## config.mk

```make
export PLATFORM = sky130hd
export DESIGN_NAME = spi_csr_bank
export DESIGN_NICKNAME = d
export VERILOG_FILES = /design/src/rtl/spi_csr_bank.sv
export SDC_FILE = /design/constraint.sdc
export NUM_CORES = 1
export LEC_CHECK = 0
export BUFFER_PORTS_ARGS = -buffer_cell sky130_fd_sc_hd__buf_2
export CORE_MARGIN = 2
export CORE_UTILIZATION = 35
export DETAILED_ROUTE_END_ITERATION = 8
export PLACE_DENSITY = 0.53
export SETUP_SLACK_MARGIN = 0.1
export SLEW_MARGIN = 20
export SYNTH_ARGS = -nofsm -noshare
export SYNTH_HDL_FRONTEND = slang
export SYNTH_SLANG_ARGS = --single-unit
export TNS_END_PERCENT = 10
```

## constraint.sdc

```tcl
create_clock -name clk -period 3.91 [get_ports clk]
set_input_delay 0.391 -clock clk [delete_from_list [all_inputs] [get_ports clk]]
set_output_delay 0.391 -clock clk [all_outputs]
set_load 0.05 [all_outputs]
```

## src/rtl/spi_csr_bank.sv

```systemverilog
// ---------------------------------------------------------------------------
// spi_csr_bank
//
// A bank of read/write control registers plus read-only status words, reached
// over a mode-0 SPI slave link. The SPI pins are asynchronous to clk; they are
// synchronized and SCK edges are recovered by oversampling (clk >= 8x SCK).
//
// Frame format (MSB first): 1 bit W (1 = write, 0 = read), ADDR_W address
// bits, then any number of DATA_W-bit data words. The address auto-increments
// after every complete word, wrapping modulo 2^ADDR_W.
//
// Ports
//   clk, rst_n        : clock, asynchronous active-low reset
//   spi_cs_n          : chip select (active low, asynchronous)
//   spi_sck           : SPI clock, mode 0 (asynchronous)
//   spi_mosi          : serial data in
//   spi_miso          : serial data out, changes on SCK falling edges
//   spi_miso_oe       : high while a frame is active
//   stat_in           : NUM_STAT status words, word j at [j*DATA_W +: DATA_W]
//   reg_q             : NUM_REGS control words, word i at [i*DATA_W +: DATA_W]
//   wr_stb / wr_addr  : one-cycle pulse and address of each committed write
//   frame_err         : one-cycle pulse when a frame ends mid-word
// ---------------------------------------------------------------------------
module spi_csr_bank #(
  parameter int                          ADDR_W      = 7,
  parameter int                          DATA_W      = 8,
  parameter int                          NUM_REGS    = 16,
  parameter int                          NUM_STAT    = 4,
  parameter int                          SYNC_STAGES = 2,
  parameter logic [NUM_REGS*DATA_W-1:0]  RESET_VAL   = '0
) (
  input  logic                         clk,
  input  logic                         rst_n,
  input  logic                         spi_cs_n,
  input  logic                         spi_sck,
  input  logic                         spi_mosi,
  output logic                         spi_miso,
  output logic                         spi_miso_oe,
  input  logic [NUM_STAT*DATA_W-1:0]   stat_in,
  output logic [NUM_REGS*DATA_W-1:0]   reg_q,
  output logic                         wr_stb,
  output logic [ADDR_W-1:0]            wr_addr,
  output logic                         frame_err
);

  localparam int CNT_MAX = ((ADDR_W + 1) > DATA_W) ? (ADDR_W + 1) : DATA_W;
  localparam int CNT_W   = $clog2(CNT_MAX + 1);
  localparam int FL_W    = $clog2(SYNC_STAGES + 1);

  typedef enum logic [1:0] {
    IDLE = 2'd0,
    HDR  = 2'd1,
    DATA = 2'd2
  } state_t;

  // Synchronizers and edge detection
  logic [SYNC_STAGES-1:0] cs_sync_q, cs_sync_d;
  logic [SYNC_STAGES-1:0] sck_sync_q, sck_sync_d;
  logic [SYNC_STAGES-1:0] mosi_sync_q, mosi_sync_d;
  logic                   sck_dly_q, sck_dly_d;
  logic                   cs_s, sck_s, mosi_s;
  logic                   sck_rise, sck_fall;

  // Post-reset arming: frames are accepted only after CS has been seen high
  logic [FL_W-1:0]        flush_q, flush_d;
  logic                   flush_done;
  logic                   armed_q, armed_d;

  // Protocol state
  state_t                 state_q, state_d;
  logic [CNT_W-1:0]       bit_cnt_q, bit_cnt_d;
  logic                   hdr_last, data_last;

  // Shift registers and frame context (no reset needed: always loaded first)
  logic [ADDR_W-1:0]      hdr_sr_q, hdr_sr_d;
  logic [ADDR_W:0]        hdr_full;
  logic [DATA_W-2:0]      data_sr_q, data_sr_d;
  logic [DATA_W-1:0]      data_word;
  logic [DATA_W-1:0]      rd_sr_q, rd_sr_d;
  logic [ADDR_W-1:0]      addr_q, addr_d;
  logic                   wr_flag_q, wr_flag_d;

  // Register file and outputs
  logic [NUM_REGS*DATA_W-1:0] regs_q, regs_d;
  logic                   miso_q, miso_d;
  logic                   oe_q, oe_d;
  logic                   wr_stb_q, wr_stb_d;
  logic [ADDR_W-1:0]      wr_addr_q, wr_addr_d;
  logic                   frame_err_q, frame_err_d;

  // Read lookup
  logic [ADDR_W-1:0]      look_addr;
  logic [DATA_W-1:0]      look_word;
  logic                   commit;

  // ---------------------------------------------------------------------
  // Synchronizer chains, SCK edge detection, arming
  // ---------------------------------------------------------------------
  always_comb begin
    cs_sync_d   = {cs_sync_q[SYNC_STAGES-2:0],   spi_cs_n};
    sck_sync_d  = {sck_sync_q[SYNC_STAGES-2:0],  spi_sck};
    mosi_sync_d = {mosi_sync_q[SYNC_STAGES-2:0], spi_mosi};
  end

  assign cs_s     = cs_sync_q[SYNC_STAGES-1];
  assign sck_s    = sck_sync_q[SYNC_STAGES-1];
  assign mosi_s   = mosi_sync_q[SYNC_STAGES-1];
  assign sck_dly_d = sck_s;
  assign sck_rise = sck_s & ~sck_dly_q;
  assign sck_fall = ~sck_s & sck_dly_q;

  // The CS chain resets to 1, so it only reflects the real pin once every
  // stage has been refilled; until then a high cs_s proves nothing.
  assign flush_done = (flush_q == FL_W'(SYNC_STAGES));

  always_comb begin
    flush_d = flush_q;
    if (!flush_done) begin
      flush_d = flush_q + FL_W'(1);
    end
    armed_d = armed_q | (flush_done & cs_s);
  end

  // ---------------------------------------------------------------------
  // Header / data assembly and read-word lookup
  // ---------------------------------------------------------------------
  assign hdr_full  = {hdr_sr_q, mosi_s};
  assign data_word = {data_sr_q, mosi_s};
  assign hdr_last  = (bit_cnt_q == CNT_W'(ADDR_W));
  assign data_last = (bit_cnt_q == CNT_W'(DATA_W - 1));
  assign commit    = wr_flag_q && (int'(addr_q) < NUM_REGS);

  // The first word of a frame comes from the address just completing in the
  // header; later words come from the incremented burst address.
  assign look_addr = (state_q == HDR) ? hdr_full[ADDR_W-1:0]
                                      : addr_q + ADDR_W'(1);

  always_comb begin
    look_word = '0;
    for (int i = 0; i < NUM_REGS; i++) begin
      if (int'(look_addr) == i) begin
        look_word = regs_q[i*DATA_W +: DATA_W];
      end
    end
    for (int j = 0; j < NUM_STAT; j++) begin
      if (int'(look_addr) == NUM_REGS + j) begin
        look_word = stat_in[j*DATA_W +: DATA_W];
      end
    end
  end

  // ---------------------------------------------------------------------
  // FSM: state register
  // ---------------------------------------------------------------------
  always_ff @(posedge clk or negedge rst_n) begin
    if (!rst_n) begin
      cs_sync_q   <= '1;
      sck_sync_q  <= '0;
      mosi_sync_q <= '0;
      sck_dly_q   <= 1'b0;
      flush_q     <= '0;
      armed_q     <= 1'b0;
      state_q     <= IDLE;
      bit_cnt_q   <= '0;
      regs_q      <= RESET_VAL;
      miso_q      <= 1'b0;
      oe_q        <= 1'b0;
      wr_stb_q    <= 1'b0;
      wr_addr_q   <= '0;
      frame_err_q <= 1'b0;
    end else begin
      cs_sync_q   <= cs_sync_d;
      sck_sync_q  <= sck_sync_d;
      mosi_sync_q <= mosi_sync_d;
      sck_dly_q   <= sck_dly_d;
      flush_q     <= flush_d;
      armed_q     <= armed_d;
      state_q     <= state_d;
      bit_cnt_q   <= bit_cnt_d;
      regs_q      <= regs_d;
      miso_q      <= miso_d;
      oe_q        <= oe_d;
      wr_stb_q    <= wr_stb_d;
      wr_addr_q   <= wr_addr_d;
      frame_err_q <= frame_err_d;
    end
  end

  always_ff @(posedge clk) begin
    hdr_sr_q  <= hdr_sr_d;
    data_sr_q <= data_sr_d;
    rd_sr_q   <= rd_sr_d;
    addr_q    <= addr_d;
    wr_flag_q <= wr_flag_d;
  end

  // ---------------------------------------------------------------------
  // FSM: next-state logic (CS high wins over any SCK edge)
  // ---------------------------------------------------------------------
  always_comb begin
    state_d = state_q;
    unique case (state_q)
      IDLE: if (armed_q && !cs_s) state_d = HDR;
      HDR: begin
        if (cs_s)                      state_d = IDLE;
        else if (sck_rise && hdr_last) state_d = DATA;
      end
      DATA: if (cs_s) state_d = IDLE;
      default: state_d = IDLE;
    endcase
  end

  // ---------------------------------------------------------------------
  // FSM: outputs and datapath
  // ---------------------------------------------------------------------
  always_comb begin
    bit_cnt_d   = bit_cnt_q;
    hdr_sr_d    = hdr_sr_q;
    data_sr_d   = data_sr_q;
    rd_sr_d     = rd_sr_q;
    addr_d      = addr_q;
    wr_flag_d   = wr_flag_q;
    regs_d      = regs_q;
    miso_d      = miso_q;
    oe_d        = oe_q;
    wr_stb_d    = 1'b0;
    wr_addr_d   = wr_addr_q;
    frame_err_d = 1'b0;

    unique case (state_q)
      IDLE: begin
        miso_d = 1'b0;
        oe_d   = 1'b0;
        if (armed_q && !cs_s) begin
          bit_cnt_d = '0;
          oe_d      = 1'b1;
        end
      end

      HDR: begin
        if (cs_s) begin
          oe_d        = 1'b0;
          miso_d      = 1'b0;
          frame_err_d = (bit_cnt_q != '0);
        end else if (sck_rise) begin
          hdr_sr_d = hdr_full[ADDR_W-1:0];
          if (hdr_last) begin
            wr_flag_d = hdr_full[ADDR_W];
            addr_d    = hdr_full[ADDR_W-1:0];
            rd_sr_d   = look_word;
            bit_cnt_d = '0;
          end else begin
            bit_cnt_d = bit_cnt_q + CNT_W'(1);
          end
        end
      end

      DATA: begin
        if (cs_s) begin
          // A partial word is simply dropped: writes only happen on the
          // last bit of a word, so nothing to undo here.
          oe_d        = 1'b0;
          miso_d      = 1'b0;
          frame_err_d = (bit_cnt_q != '0);
        end else begin
          if (sck_rise) begin
            data_sr_d = data_word[DATA_W-2:0];
            if (data_last) begin
              if (commit) begin
                for (int i = 0; i < NUM_REGS; i++) begin
                  if (int'(addr_q) == i) begin
                    regs_d[i*DATA_W +: DATA_W] = data_word;
                  end
                end
                wr_stb_d  = 1'b1;
                wr_addr_d = addr_q;
              end
              addr_d    = addr_q + ADDR_W'(1);
              rd_sr_d   = look_word;
              bit_cnt_d = '0;
            end else begin
              bit_cnt_d = bit_cnt_q + CNT_W'(1);
            end
          end
          // Mode 0: the master samples on rising edges, so MISO moves on
          // falling edges only and holds in between.
          if (sck_fall) begin
            miso_d  = rd_sr_q[DATA_W-1];
            rd_sr_d = {rd_sr_q[DATA_W-2:0], 1'b0};
          end
        end
      end

      default: begin
        miso_d = 1'b0;
        oe_d   = 1'b0;
      end
    endcase
  end

  assign reg_q       = regs_q;
  assign spi_miso    = miso_q;
  assign spi_miso_oe = oe_q;
  assign wr_stb      = wr_stb_q;
  assign wr_addr     = wr_addr_q;
  assign frame_err   = frame_err_q;

endmodule

```

## Word level (Yosys, flattened, before mapping)

Index checks and enable logic that the tools add are counted.

| cells by class | value |
|---|---|
| $add $sub $neg | 3 |
| $lt $le $gt $ge | 1 |
| eq/ne operators | 52 |
| multiplexer cells | 57 |
| bitwise logic cells | 7 |
| reduce and logical (&&, ||, !) cells | 36 |

Operators by type and width:

| kind | number |
|---|---|
| $mux W8 | 25 |
| $eq A7 B5 Y1 const B | 16 |
| $reduce_and A6 Y1 | 16 |
| $eq A7 B4 Y1 const B | 8 |
| $mux W7 | 7 |
| $eq A7 B3 Y1 const B | 4 |
| $eq A7 B6 Y1 const B | 4 |
| $ne A2 B2 Y1 const B | 10 |
| $mux W4 | 4 |
| $pmux W8 S2 | 1 |
| $eq A7 B2 Y1 const B | 2 |
| $logic_not A7 Y1 | 2 |
| $pmux W7 S2 | 1 |
| $reduce_and A3 Y1 | 4 |
| $mux W1 | 11 |
| $mux W2 | 4 |
| $pmux W4 S2 | 1 |
| $reduce_and A4 Y1 | 2 |
| $add A7 B1 Y7 const B | 1 |
| $lt A7 B5 Y1 const B | 1 |
| $reduce_and A7 Y1 | 1 |
| $pmux W2 S3 | 1 |
| $reduce_and A5 Y1 | 1 |
| $add A4 B1 Y4 const B | 1 |
| other kinds (18) | 28 |

| storage, ports and cells | value |
|---|---|
| register bits | 185 |
| bits of input ports | 37 |
| output and inout bits | 139 |
| word-level logic and storage cells | 190 |

## Depth between registers and ports, before layout

Gate-level depths: netlist of the first run.

| depth | value |
|---|---|
| depth in word-level cells | 28 |
| mapped depth | 14 |
| depth with buffers taken out | 10 |

## Worst setup path after synthesis of the first run

No wires, ideal clock.

| timing | value |
|---|---|
| kind | register to register |
| start | reg state_q[0] |
| end | reg regs_q[65], in the netlist reg_q[65] |
| library setup time | 0.128 ns |
| data arrival time | 2.812 ns |
| data required time | 3.782 ns |
| path slack | 0.970 ns |
| stages on the path, launching flop included | 13 |
| path buffers | 3 |
| clock period less this slack | 2.940 ns |
| cells stage by stage | dfrtp_1 -> inv_1 -> ha_1 -> buf_2 -> inv_1 -> nor3_1 -> and4_1 -> buf_2 -> and2b_1 -> and2_0 -> clkbuf_1 -> nand2_1 -> mux2_1 |

| between the ends | value |
|---|---|
| cells in the longest elaborated chain, start to end | 2 |

Ends and longest elaborated chain:

| element | RTL line | source |
|---|---|---|
| start: declaration | 70 | `state_t state_q, state_d;` |
| start signal: assignment | 178 | `state_q <= state_d;` |
| $eq A2 B2 Y1 | 230 | `unique case (state_q)` |
| $reduce_and A6 Y1 (no source line) | -- |  |
| end signal: assignment | 180 | `regs_q <= regs_d;` |
| end: declaration | 84 | `logic [NUM_REGS*DATA_W-1:0] regs_q, regs_d;` |

No other way between the ends.
A chain may end at the register's enable or synchronous reset.

## Worst setup path in the final report of the first run

| timing | value |
|---|---|
| start | reg addr_q[1] |
| end | reg rd_sr_q[1] (data pin) |

| between the ends | value |
|---|---|
| cells in the longest elaborated chain, start to end | 28 |
| elaborated cells between the ends (all ways) | 48 |

Ends and longest elaborated chain:

| element | RTL line | source |
|---|---|---|
| start: declaration | 80 | `logic [ADDR_W-1:0] addr_q, addr_d;` |
| start signal: assignment | 193 | `addr_q <= addr_d;` |
| $add A7 B1 Y7 * | 136 | `: addr_q + ADDR_W'(1);` |
| $mux W7 * | 135 | `assign look_addr = (state_q == HDR) ? hdr_full[ADDR_W-1:0]` |
| $logic_not A7 Y1 | 141 | `if (int'(look_addr) == i) begin` |
| $mux W8 (16 in series) | 141 |  |
| $mux W8 (3 in series) | 146 | `if (int'(look_addr) == NUM_REGS + j) begin` |
| $mux W8 * | 146 |  |
| $mux W8 * | 247, 268 |  |
| $mux W8 * | 245 | `end else if (sck_rise) begin` |
| $mux W8 | 287 | `if (sck_fall) begin` |
| $mux W8 | 259 | `if (cs_s) begin` |
| $pmux W8 S2 * | 230 |  |
| via rd_sr_d[1] | 79 | `logic [DATA_W-1:0] rd_sr_q, rd_sr_d;` |
| end signal: assignment | 192 | `rd_sr_q <= rd_sr_d;` |
| end: declaration | 79 |  |

The timed path passes the listed nets; every way through them passes the cells marked *. The select of a mux whose other input is x is not followed.

==> qor.json, run 1 <==
{
  "power.density_cell_area_nw_per_um2": 460,
  "rsz0062_at_grt": "false",
  "htree_num_levels": 4,
  "pin_count": 176,
  "die_height_um": 165,
  "drt_iter0_markers": 653,
  "critical_path_class": "reg -> reg",
  "required_ns": 4.09,
  "first_global_vias": 7152,
  "drc": 0,
  "timing.fmax_mhz": 292,
  "final.setup_skew_ns": 0.0157,
  "n_antenna_cell": 0,
  "synth_ff_type": "dfrtp_1",
  "floorplan.initialDensity": 0.359,
  "holdBufCountCts": 0,
  "tritoncts.num_buffers": 17,
  "irDropWorstVdd_v": 0.000217,
  "regToRegStartpoint": "addr_q[1]",
  "max-cap-violations": 0,
  "cp.arrival_ns": 3.60,
  "synthToLayoutAreaGrowth_pct": 19.8,
  "worst_r2r_endpoint": "rd_sr_q[1]",
  "design.final.nets": 999,
  "ys_async_sr_fraction": 0.838,
  "status": "finished clean",
  "clock_power_share": 0.353,
  "drive_gt1_frac": 0.378,
  "synth-simple-area-share": 0.104,
  "detailed_place.area_um2": 10300,
  "synth.distinct_cells": 84,
  "post_synth_xor_area_fraction": 0.00675,
  "endpoints_failing_hold": 0,
  "route.detailed.wl_per_inst_um": 23.9,
  "clk_latency_ns": 0.45,
  "ys_seq_elements": 185,
  "detailedRoute.firstPassIterationCount": 5,
  "power.share.sequential": 0.421,
  "main_combinational_cell_family_by_area_after_synthesis": "compound AO/OA/AOI/OAI gates",
  "post_synth.cell_area_avg_um2": 11.5,
  "fin_tns_setup_ns": 0,
  "tightestPinTransition_ns": 1.07,
  "path_max_fanout": 23,
  "synth_compound_area_frac": 0.171,
  "synth_adder_area_share": 0.0138,
  "power_switching_share": 0.334,
  "timing.final.crit_share": 0.875,
  "post_synth_mux_area_share": 0.147,
  "globalRouteOverflowTotal": 0,
  "setup_slack_ns": 0.487,
  "worst_setup_path_start_kind": "flop",
  "endpoint": "rd_sr_q[1]",
  "place.gp.congestion": 0.905,
  "path_clk_slew_ns": 0.07,
  "timing.critical_path.to_type": "flop",
  "internal_power_w": 0.00334,
  "die-width_um": 165,
  "post_cts_buffers": 0,
  "post_route_minimum_period_ns": 3.42,
  "clock_tree_from_tritoncts": "done",
  "synthesis.area_um2": 9080,
  "clk_root_buffer_cell": "clkbuf_16",
  "global_route.usage.total": 0.230,
  "slew_violations": 0,
  "grt_first_pass_wirelength_um": 46000,
  "detailroute.via_count": 7411,
  "seq_area_frac_synth": 0.527,
  "die_area_um2": 27300,
  "postLayoutCellArea_um2": 10900,
  "reg2regPathDepth": 9,
  "core_area_um2": 25300,
  "antenna_violating_nets_left": 0,
  "avgViaCountPerCell": 5.72,
  "syn-num-nets": 837,
  "num_rows": 58,
  "finalSetupViolations": 0,
  "grt_max_degree": 90,
  "ff2ff_setup_slack_ns": 0.49,
  "drt_wl_total_um": 30900,
  "post-dp-hpwl_um": 21600,
  "number_of_enable_type_register_cells_in_the_synthesized_netlist": 30,
  "grt_antenna_before_repair": 1,
  "cts_buffer_depth": 2,
  "comb_power_share": 0.225,
  "io_buffer_count": 175,
  "p_switching_w": 0.00167,
  "cts_repair_resize_count": 0,
  "cp-startpoint": "addr_q[1]",
  "synth_cells": 790,
  "post-place-ws_ns": 0.502,
  "p_leak_nw": 5.38,
  "clock_tree_sinks": 185,
  "timing.max_slew.rel_slack": 0.285,
  "synthesis.yosys.warnings": 0,
  "type_of_the_tightest_min_delay_check": "in -> async"
}
## routing by layer
metal,GRT usage,share of wire
met4,0.0597,0.018
met3,0.0512,0.086
met5,0,0
met2,0.337,0.43
met1,0.343,0.46
## cells by family (layout without fill, tap and decap cells)
logic type	count (synthesis)	after routing
compound gates	216	216
xor+xnor	7	7
fa+ha+maj	10	10
buf+inv	61	236
flops	185	185
mux	119	119
simple gates	192	192
## area by class of cell
cell class                      instances  area (µm²)
Clock buffer                           18         439
Clock inverter                         14         156
Fill cell                            2475       14400
Inverter                               12        45.0
Multi-Input combinational cell        544        4020
Sequential cell                       185        4780
Tap cell                              330         413
Timing Repair Buffer                  192        1020
## cell usage in the layout, fill, tap and decap left out, types with 6 or more instances in the layout
cell and n:
nand2b_1 7, a22oi_1 26, nor3_1 6, clkbuf_16 17, nand2_1 70, o22ai_1 13, o21ai_0 48, inv_1 12
a222oi_1 6, dfrtp_1 153, edfxtp_1 30, nand2_2 6, mux2_2 114, buf_4 16, buf_2 174, a21oi_1 34
nand3_1 8, a221o_1 9, ha_1 10, nor2_1 54, nor2b_1 7, a221oi_1 11
## power by group through the flow
stage / combinational (W) / sequential (W) / clock, W
detailed placement: 0.00111 / 0.00215 / 0
global route: 0.00123 / 0.00212 / 0.00189
global placement: 0.00111 / 0.00215 / 0
floorplan: 0.000723 / 0.00216 / 0
finish: 0.00113 / 0.00211 / 0.00177
CTS: 0.00112 / 0.00211 / 0.00180
## sequential cells by signal, indices dropped and copies added (netlist names)
signal,cells
rd_sr_q,8
wr_flag_q,1
armed_q,1
flush_q,2
wr_stb,1
spi_miso_oe,1
sck_sync_q,2
cs_sync_q,2
mosi_sync_q,2
addr_q,7
frame_err,1
state_q,2
reg_q,128
hdr_sr_q,7
spi_miso,1
wr_addr,7
data_sr_q,7
bit_cnt_q,4
sck_dly_q,1
## per-stage QoR
step	utilization	std cells	hold slack, ns	total power [W]
detailed placement	0.406	1263	0.335	0.00326
global placement	0.406	1263	0.337	0.00325
floorplan	-	790	0.0954	0.00288
CTS	0.430	1295	0.0382	0.00503
global route	0.430	1295	0.0315	0.00523
finish	0.430	1295	0.00598	0.00501
## Yosys cell counts, drive strengths merged (3+ instances only)
master	instances	area, µm²
dfrtp	153	3830
mux2	118	1330
nand2	76	300
nor2	55	206
o21ai	53	269
a21oi	35	186
edfxtp	30	901
clkbuf	27	103
a22oi	26	195
buf	22	130
o22ai	13	81.3
a221oi	12	111
inv	12	45.0
ha	10	125
a221o	9	90.1
nand3	9	57.6
nand2b	7	43.8
nor2b	7	43.8
nor3	7	40.0
a222oi	6	60.1
nor3b	6	50.1
a21o	5	37.5
a31oi	5	37.5
and3b	5	43.8
xor2	5	43.8
a22o	4	43.8
o211ai	4	35.0
o21a	4	30.0
o31ai	4	30.0
or2	4	25.0
a32o	3	30.0
a32oi	3	26.3
nor4	3	18.8
o21bai	3	22.5
o221ai	3	26.3
o22a	3	26.3
o2bb2ai	3	26.3
## worst max-delay path, cell delays in order (launching register included)
cell	delay [ns]
edfxtp_1	0.45
inv_1	0.09
ha_1	0.36
and3b_1	0.23
or2_1	0.59
buf_4	0.37
a222oi_1	0.41
o22ai_1	0.14
a222oi_1	0.38
o31ai_1	0.12
## how the worst min path moves through the flow
| stage | depth (start not counted) | to |
|---|---|---|
| 2_1_floorplan | 0 | armed_q |
| 3_3_place_gp | 0 | mosi_sync_q[1] |
| 3_5_place_dp | 0 | mosi_sync_q[1] |
| 4_1_cts | 1 | cs_sync_q[0] |
| 5_1_grt | 1 | cs_sync_q[0] |
| 6_report | 1 | reg_q[70] |
No activity file was read; power rests on OpenSTA's default activity.
==> inputs of run 2 (changes only) <==
- CORE_MARGIN: 2 -> default
- RECOVER_POWER: default -> 100
==> run 2 against run 1 <==
  * The flow now finishes with violations (max-capacitance violations, max-slew violations)
  * Maximum frequency shrank 3.8%
  * Flip-flop and latch count is the same
  * Core utilization shrank 0.60 points
  * Non-clock buffer count is the same
  * Combinational power is essentially flat
  * Critical path type unchanged
  * Highest routed layer unchanged
==> qor.json, run 2 (same netlist as run 1, synthesis figures left out) <==
{
  "timing.final.crit_share": {"value": 0.910, "change": "+0.0349"},
  "clk_root_buffer_cell": "clkbuf_16",
  "rsz0062_at_grt": "false",
  "drc": {"value": 0, "change": "unchanged"},
  "power.density_cell_area": {"value": 475, "unit": "nW/µm²", "change": "+3.2%"},
  "timing.fmax": {"value": 281, "unit": "MHz", "change": "-3.8%"},
  "slew_violations": {"value": 93, "change": "+93"},
  "path_clk_slew": {"value": 0.07, "unit": "ns", "change": "about the same"},
  "timing.max_slew.rel_slack": {"value": -0.607, "change": "-0.892"},
  "timing.critical_path.to_type": "flop",
  "type_of_the_tightest_min_delay_check": "in -> reg",
  "cp.arrival": {"value": 3.73, "unit": "ns", "change": "+0.13 ns"},
  "holdBufCountCts": {"value": 0, "change": "unchanged"},
  "fin_tns_setup": {"value": 0, "unit": "ns", "change": "unchanged"},
  "critical-path-max-stage-delay": {"value": 0.57, "unit": "ns", "change": "-0.02 ns"},
  "post_cts_buffers": {"value": 0, "change": "unchanged"},
  "cts_buffer_depth": {"value": 2, "change": "unchanged"},
  "die_area": {"value": 26600, "unit": "µm²", "change": "-2.4%"},
  "status": "finished, violations left",
  "place.gp.congestion": {"value": 0.906, "change": "+0.14%"},
  "final_util": {"value": 0.424, "change": "-0.00603"},
  "design.final.nets": {"value": 999, "change": "unchanged"},
  "detailroute.via_count": {"value": 7336, "change": "-1.0%"},
  "global_route.usage.total": {"value": 0.238, "change": "+0.00817"},
  "largest_reg_flops": {"value": 128, "change": "unchanged"},
  "drt_iter0_markers": {"value": 665, "change": "+1.8%"},
  "antenna_violating_nets_left": {"value": 0, "change": "unchanged"},
  "first_global_vias": {"value": 7167, "change": "+0.21%"},
  "critPathSlowestCell": "o2111a_1",
  "layout_commonest_cell": "dfrtp_1",
  "avgViaCountPerCell": {"value": 5.66, "change": "-1.0%"},
  "core_area": {"value": 25300, "unit": "µm²", "change": "unchanged"},
  "drt_wl_total": {"value": 30800, "unit": "µm", "change": "-0.32%"},
  "layout_common_cells": "dfrtp_1, clkbuf_1, mux2_2, nand2_1, nor2_1",
  "post-place-ws": {"value": 0.394, "unit": "ns", "change": "-0.108 ns"},
  "endpoints_failing_hold": {"value": 0, "change": "unchanged"},
  "n_antenna_cell": {"value": 0, "change": "unchanged"},
  "pin_count": {"value": 176, "change": "unchanged"},
  "floorplan.initialDensity": {"value": 0.359, "change": "unchanged"},
  "die-width": {"value": 163, "unit": "µm", "change": "-1.2%"},
  "final.setup_skew": {"value": 0.0149, "unit": "ns", "change": "-0.000808 ns"},
  "grt_first_pass_wirelength": {"value": 46200, "unit": "µm", "change": "+0.39%"},
  "htree_num_levels": {"value": 4, "change": "unchanged"},
  "failed_checks": "max-capacitance violations, max-slew violations",
  "clock_tree_from_tritoncts": "done",
  "final.fill_count": {"value": 2513, "change": "+1.5%"},
  "globalRouteOverflowTotal": {"value": 0, "change": "unchanged"},
  "io_buffer_count": {"value": 175, "change": "unchanged"},
  "grt_antenna_before_repair": {"value": 0, "change": "-1"},
  "post-dp-hpwl": {"value": 21600, "unit": "µm", "change": "+0.21%"},
  "grt_max_degree": {"value": 94, "change": "+4.4%"},
  "clk_latency": {"value": 0.44, "unit": "ns", "change": "about the same"},
  "finalSetupViolations": {"value": 0, "change": "unchanged"},
  "route.detailed.wl_per_inst": {"value": 23.8, "unit": "µm", "change": "-0.32%"},
  "worst_setup_path_start_kind": "flop",
  "post_route_minimum_period": {"value": 3.56, "unit": "ns", "change": "+0.137 ns"},
  "die_height": {"value": 163, "unit": "µm", "change": "-1.2%"},
  "detailedRoute.firstPassIterationCount": {"value": 7, "change": "+2"},
  "required": {"value": 4.08, "unit": "ns", "change": "about the same"},
  "tritoncts.num_buffers": {"value": 17, "change": "unchanged"},
  "synthToLayoutAreaGrowth_pct": 18.1,
  "irDropWorstVdd": {"value": 0.000264, "unit": "V", "change": "+21%"},
  "p_leak": {"value": 4.78, "unit": "nW", "change": "-11%"},
  "critical_path_class": "reg -> reg",
  "path_max_fanout": {"value": 14, "change": "-39%"},
  "setup_slack": {"value": 0.351, "unit": "ns", "change": "-0.137 ns"},
  "clock_tree_sinks": {"value": 185, "change": "unchanged"},
  "tightestPinTransition": {"value": 2.41, "unit": "ns", "change": "+1.34 ns"},
  "num_rows": {"value": 58, "change": "unchanged"},
  "drive_gt1_frac": {"value": 0.227, "change": "-0.151"},
  "crit_path_cell_trace": "inv_1 -> ha_1 -> clkbuf_1 -> buf_4 -> nor2b_1 -> mux2_1 -> a21oi_4 -> o2111a_1 -> a21oi_1 -> a222oi_1 -> o31ai_1",
  "max-cap-violations": {"value": 1, "change": "+1"}
}
## run 2: cell types whose count changed in the layout (fill, tap and decap cells not counted), moves of 2 or more
cell      before  now
nand2_2        6    2
clkbuf_1       0  141
buf_4         16   13
clkinv_4       0    2
clkinv_2       2    0
buf_2        174   35
nand2_1       70   74
## run 2: power breakdown
| group | switching, W | total [W] | internal, W |
|---|---|---|---|
| Sequential | 0.0000662 | 0.00211 | 0.00205 |
| Clock | 0.000870 | 0.00186 | 0.000987 |
| Combinational | 0.000765 | 0.00113 | 0.000361 |
## run 2: layout make-up
class	count	area [µm²]	area share
multi-input combinational	544	4010	0.374
sequential	185	4780	0.446
inverter	12	45.0	0.00420
timing repair buffer	192	847	0.0790
tap	330	413	0.0385
clock buffer	17	425	0.0397
clock inverter	15	208	0.0194
## run 2: critical path: cells and delay by family, from the launching register on
family | cells | cell delay [ns]
buf+inv | 3 | 0.50
compound gates | 5 | 1.50
flops | 1 | 0.41
simple gates | 1 | 0.05
mux | 1 | 0.34
fa+ha+maj | 1 | 0.47
## run 2: per-stage QoR
step	instance area [µm²]	instances	power (W)	hold WS, ns
2_1_floorplan	9080	790	0.00288	0.0954
3_5_place_dp	10300	1263	0.00328	0.339
6_report	10700	1295	0.00510	0.0405
5_1_grt	10700	1295	0.00532	0.0344
3_3_place_gp	10300	1263	0.00328	0.335
4_1_cts	10900	1295	0.00513	0.0373
## run 2: path summary, 6_finish.rpt
kind,startpoint,to,slack [ns],cells past startpoint
setup / recovery,state_q[1],rd_sr_q[1],0.35,11
hold / removal,spi_cs_n,cs_sync_q[0],0.04,1
min in group asynchronous,rst_n,reg_q[30],0.64,1
hold reg to reg,mosi_sync_q[0],mosi_sync_q[1],0.36,0
max in group asynchronous,rst_n,reg_q[93],1.82,1
setup reg to reg,state_q[1],rd_sr_q[1],0.35,11
## run 2: what timing repair did
action / in CTS / in global routing
hold endpoints to repair: 0 / 0
resized for setup: 0 / 1
setup endpoints to repair: 0 / 1
## run 2: layer usage
| metal | up-vias | GRT usage | routed length, µm | part of all wire |
|---|---|---|---|---|
| met5 | - | 0 | 0 | 0 |
| met4 | 0 | 0.0646 | 539 | 0.017 |
| met3 | 26 | 0.0437 | 2080 | 0.067 |
| met2 | 312 | 0.353 | 13500 | 0.44 |
| met1 | 3712 | 0.354 | 14700 | 0.48 |
| li1 | 3286 | - | - | - |
==> inputs of run 3 (changes only) <==
- PLACE_DENSITY: 0.53 -> 0.62
==> run 3 against run 2 <==
  * Maximum frequency fell by 2.1%
  * Flip-flop and latch count did not move
  * Core utilization fell by 0.11 points
  * The run still ends with max-capacitance violations, max-slew violations left
  * Clock-buffer cell count rose by 3
  * Highest routed layer unchanged
  * Critical endpoint unchanged
  * Cell count rose by 0.15%
  * Via count rose by 0.93%
==> qor.json, run 3 (same netlist as run 1, synthesis figures left out) <==
{
  "core_area": {"value": 25300, "unit": "µm²", "change": "unchanged"},
  "drt_wl_total": {"value": 30100, "unit": "µm", "change": "-2.2%"},
  "synthToLayoutAreaGrowth_pct": 17.8,
  "largest_reg_flops": {"value": 128, "change": "unchanged"},
  "route.detailed.wl_per_inst": {"value": 23.2, "unit": "µm", "change": "-2.4%"},
  "finalSetupViolations": {"value": 0, "change": "unchanged"},
  "fin_tns_setup": {"value": 0, "unit": "ns", "change": "unchanged"},
  "clock_tree_sinks": {"value": 185, "change": "unchanged"},
  "path_max_fanout": {"value": 21, "change": "+7"},
  "grt_max_degree": {"value": 92, "change": "-2.1%"},
  "design.final.nets": {"value": 1001, "change": "+0.20%"},
  "reg2regPathDepth": {"value": 10, "change": "-1"},
  "slew_violations": {"value": 66, "change": "-29%"},
  "path_buf_inv": {"value": 2, "change": "-1"},
  "type_of_the_tightest_min_delay_check": "in -> reg",
  "layout_commonest_cell": "dfrtp_1",
  "n_antenna_cell": {"value": 0, "change": "unchanged"},
  "tritoncts.num_buffers": {"value": 17, "change": "unchanged"},
  "path_clk_slew": {"value": 0.07, "unit": "ns", "change": "about the same"},
  "clk_root_buffer_cell": "clkbuf_16",
  "first_global_vias": {"value": 7194, "change": "+0.38%"},
  "power.density_cell_area": {"value": 467, "unit": "nW/µm²", "change": "-1.7%"},
  "final_util": {"value": 0.422, "change": "-0.00114"},
  "drc": {"value": 0, "change": "unchanged"},
  "cp.arrival": {"value": 3.81, "unit": "ns", "change": "+0.08 ns"},
  "clk_latency": {"value": 0.44, "unit": "ns", "change": "about the same"},
  "post-dp-hpwl": {"value": 21200, "unit": "µm", "change": "-1.8%"},
  "avgViaCountPerCell": {"value": 5.71, "change": "+0.77%"},
  "crit_path_cell_trace": "inv_1 -> ha_1 -> buf_4 -> nor2_1 -> mux2_2 -> a21oi_4 -> o2111a_1 -> a21oi_1 -> a222oi_1 -> o31ai_1",
  "io_buffer_count": {"value": 175, "change": "unchanged"},
  "detailedRoute.firstPassIterationCount": {"value": 5, "change": "-2"},
  "place.gp.congestion": {"value": 0.954, "change": "+5.2%"},
  "htree_num_levels": {"value": 4, "change": "unchanged"},
  "max-cap-violations": {"value": 1, "change": "unchanged"},
  "layout_common_cells": "dfrtp_1, clkbuf_1, mux2_2, nand2_1, nor2_1",
  "die_height": {"value": 163, "unit": "µm", "change": "unchanged"},
  "required": {"value": 4.09, "unit": "ns", "change": "about the same"},
  "post_cts_buffers": {"value": 0, "change": "unchanged"},
  "clock_tree_from_tritoncts": "done",
  "critical_path_class": "reg -> reg",
  "timing.critical_path.to_type": "flop",
  "timing.max_slew.rel_slack": {"value": -0.115, "change": "+0.491"},
  "drive_gt1_frac": {"value": 0.225, "change": "-0.00150"},
  "irDropWorstVdd": {"value": 0.000257, "unit": "V", "change": "-2.5%"},
  "ff2ff_setup_slack": {"value": 0.27, "unit": "ns", "change": "-0.08 ns"},
  "antenna_violating_nets_left": {"value": 0, "change": "unchanged"},
  "cts_buffer_depth": {"value": 2, "change": "unchanged"},
  "regToRegStartpoint": "state_q[1]",
  "num_rows": {"value": 58, "change": "unchanged"},
  "grt_first_pass_wirelength": {"value": 45100, "unit": "µm", "change": "-2.4%"},
  "floorplan.initialDensity": {"value": 0.359, "change": "unchanged"},
  "global_route.usage.total": {"value": 0.230, "change": "-0.00780"},
  "rsz0062_at_grt": "true",
  "pin_count": {"value": 176, "change": "unchanged"},
  "failed_checks": "max-capacitance violations, max-slew violations",
  "critical-path-max-stage-delay": {"value": 0.63, "unit": "ns", "change": "+0.06 ns"},
  "grt_antenna_before_repair": {"value": 1, "change": "+1"},
  "tightestPinTransition": {"value": 1.67, "unit": "ns", "change": "-0.737 ns"},
  "critPathSlowestCell": "ha_1",
  "timing.final.crit_share": {"value": 0.930, "change": "+0.0198"},
  "post_route_minimum_period": {"value": 3.64, "unit": "ns", "change": "+0.0775 ns"},
  "timing.fmax": {"value": 275, "unit": "MHz", "change": "-2.1%"},
  "worst_r2r_endpoint": "rd_sr_q[1]",
  "endpoints_failing_hold": {"value": 0, "change": "unchanged"},
  "die_area": {"value": 26600, "unit": "µm²", "change": "unchanged"},
  "drt_iter0_markers": {"value": 740, "change": "+11%"},
  "cp_top_family": "compound AO/OA/AOI/OAI gates",
  "detailroute.via_count": {"value": 7404, "change": "+0.93%"},
  "die-width": {"value": 163, "unit": "µm", "change": "unchanged"},
  "cp-startpoint": "state_q[1]",
  "endpoint": "rd_sr_q[1]",
  "worst_setup_path_start_kind": "flop",
  "final.setup_skew": {"value": 0.0147, "unit": "ns", "change": "-0.000241 ns"},
  "whs": {"value": 0.0533, "unit": "ns", "change": "+0.0128 ns"},
  "status": "finished, violations left",
  "crit_cells": {"value": 10, "change": "-1"},
  "globalRouteOverflowTotal": {"value": 0, "change": "unchanged"},
  "p_leak": {"value": 4.76, "unit": "nW", "change": "-0.36%"}
}
run 3: cell count changes in the layout (fill, tap and decap cells not counted), moves of 2 or more:
cell,change
inv_8,-3
clkinv_8,-2
clkbuf_1,+2
buf_4,-2
clkbuf_8,+2
or2_2,-2
run 3: how the worst min path moves through the flow:
stage / from / endpoint / cells after the start
floorplan: rst_n / armed_q / 0
global placement: mosi_sync_q[0] / mosi_sync_q[1] / 0
detailed placement: sck_sync_q[0] / sck_sync_q[1] / 0
CTS: spi_cs_n / cs_sync_q[0] / 1
global route: spi_cs_n / cs_sync_q[0] / 1
finish: spi_cs_n / cs_sync_q[0] / 1
run 3: power by group:
group	switching, W	leakage (nW)	total (W)	internal, W
logic	0.000763	2.07	0.00113	0.000365
registers	0.0000667	2.40	0.00211	0.00205
clock network	0.000816	0.288	0.00175	0.000935
total	0.00165	4.76	0.00499	0.00335
run 3: timing repair:
action	4_1_cts	5_1_grt
hold endpoints to repair	62	0
hold buffers	1	0
gates resized for setup	0	2
setup endpoints to repair	0	2
run 3: final cells by class:
cell class | count | area, µm²
Fill cell | 2534 | 14600
Sequential cell | 185 | 4780
Multi-Input combinational cell | 544 | 4010
Timing Repair Buffer | 194 | 858
Clock buffer | 20 | 457
Tap cell | 330 | 413
Clock inverter | 12 | 134
Inverter | 12 | 45.0
run 3: worst reg2reg max path: stages, from the launching register on:
cell and delay [ns]:
dfrtp_1 0.41, inv_1 0.09, ha_1 0.63, buf_4 0.27
nor2_1 0.05, mux2_2 0.31, a21oi_4 0.41, o2111a_1 0.61
a21oi_1 0.19, a222oi_1 0.31, o31ai_1 0.12
run 3: per-stage QoR:
step                cell area (µm²)  worst slack, ns  instances  power, W
floorplan                      9080            0.970        790   0.00288
global placement              10300            0.432       1264   0.00327
detailed placement            10300            0.295       1264   0.00327
CTS                           10900            0.299       1297   0.00502
global route                  10700           0.0718       1297   0.00521
finish                        10700            0.273       1297   0.00499
run 3: per-layer routing:
metal / share of wire / global-route usage / routed length (µm)
met5: 0 / 0 / 0
met4: 0.016 / 0.0616 / 476
met3: 0.075 / 0.0467 / 2260
met2: 0.45 / 0.352 / 13700
met1: 0.46 / 0.331 / 13700
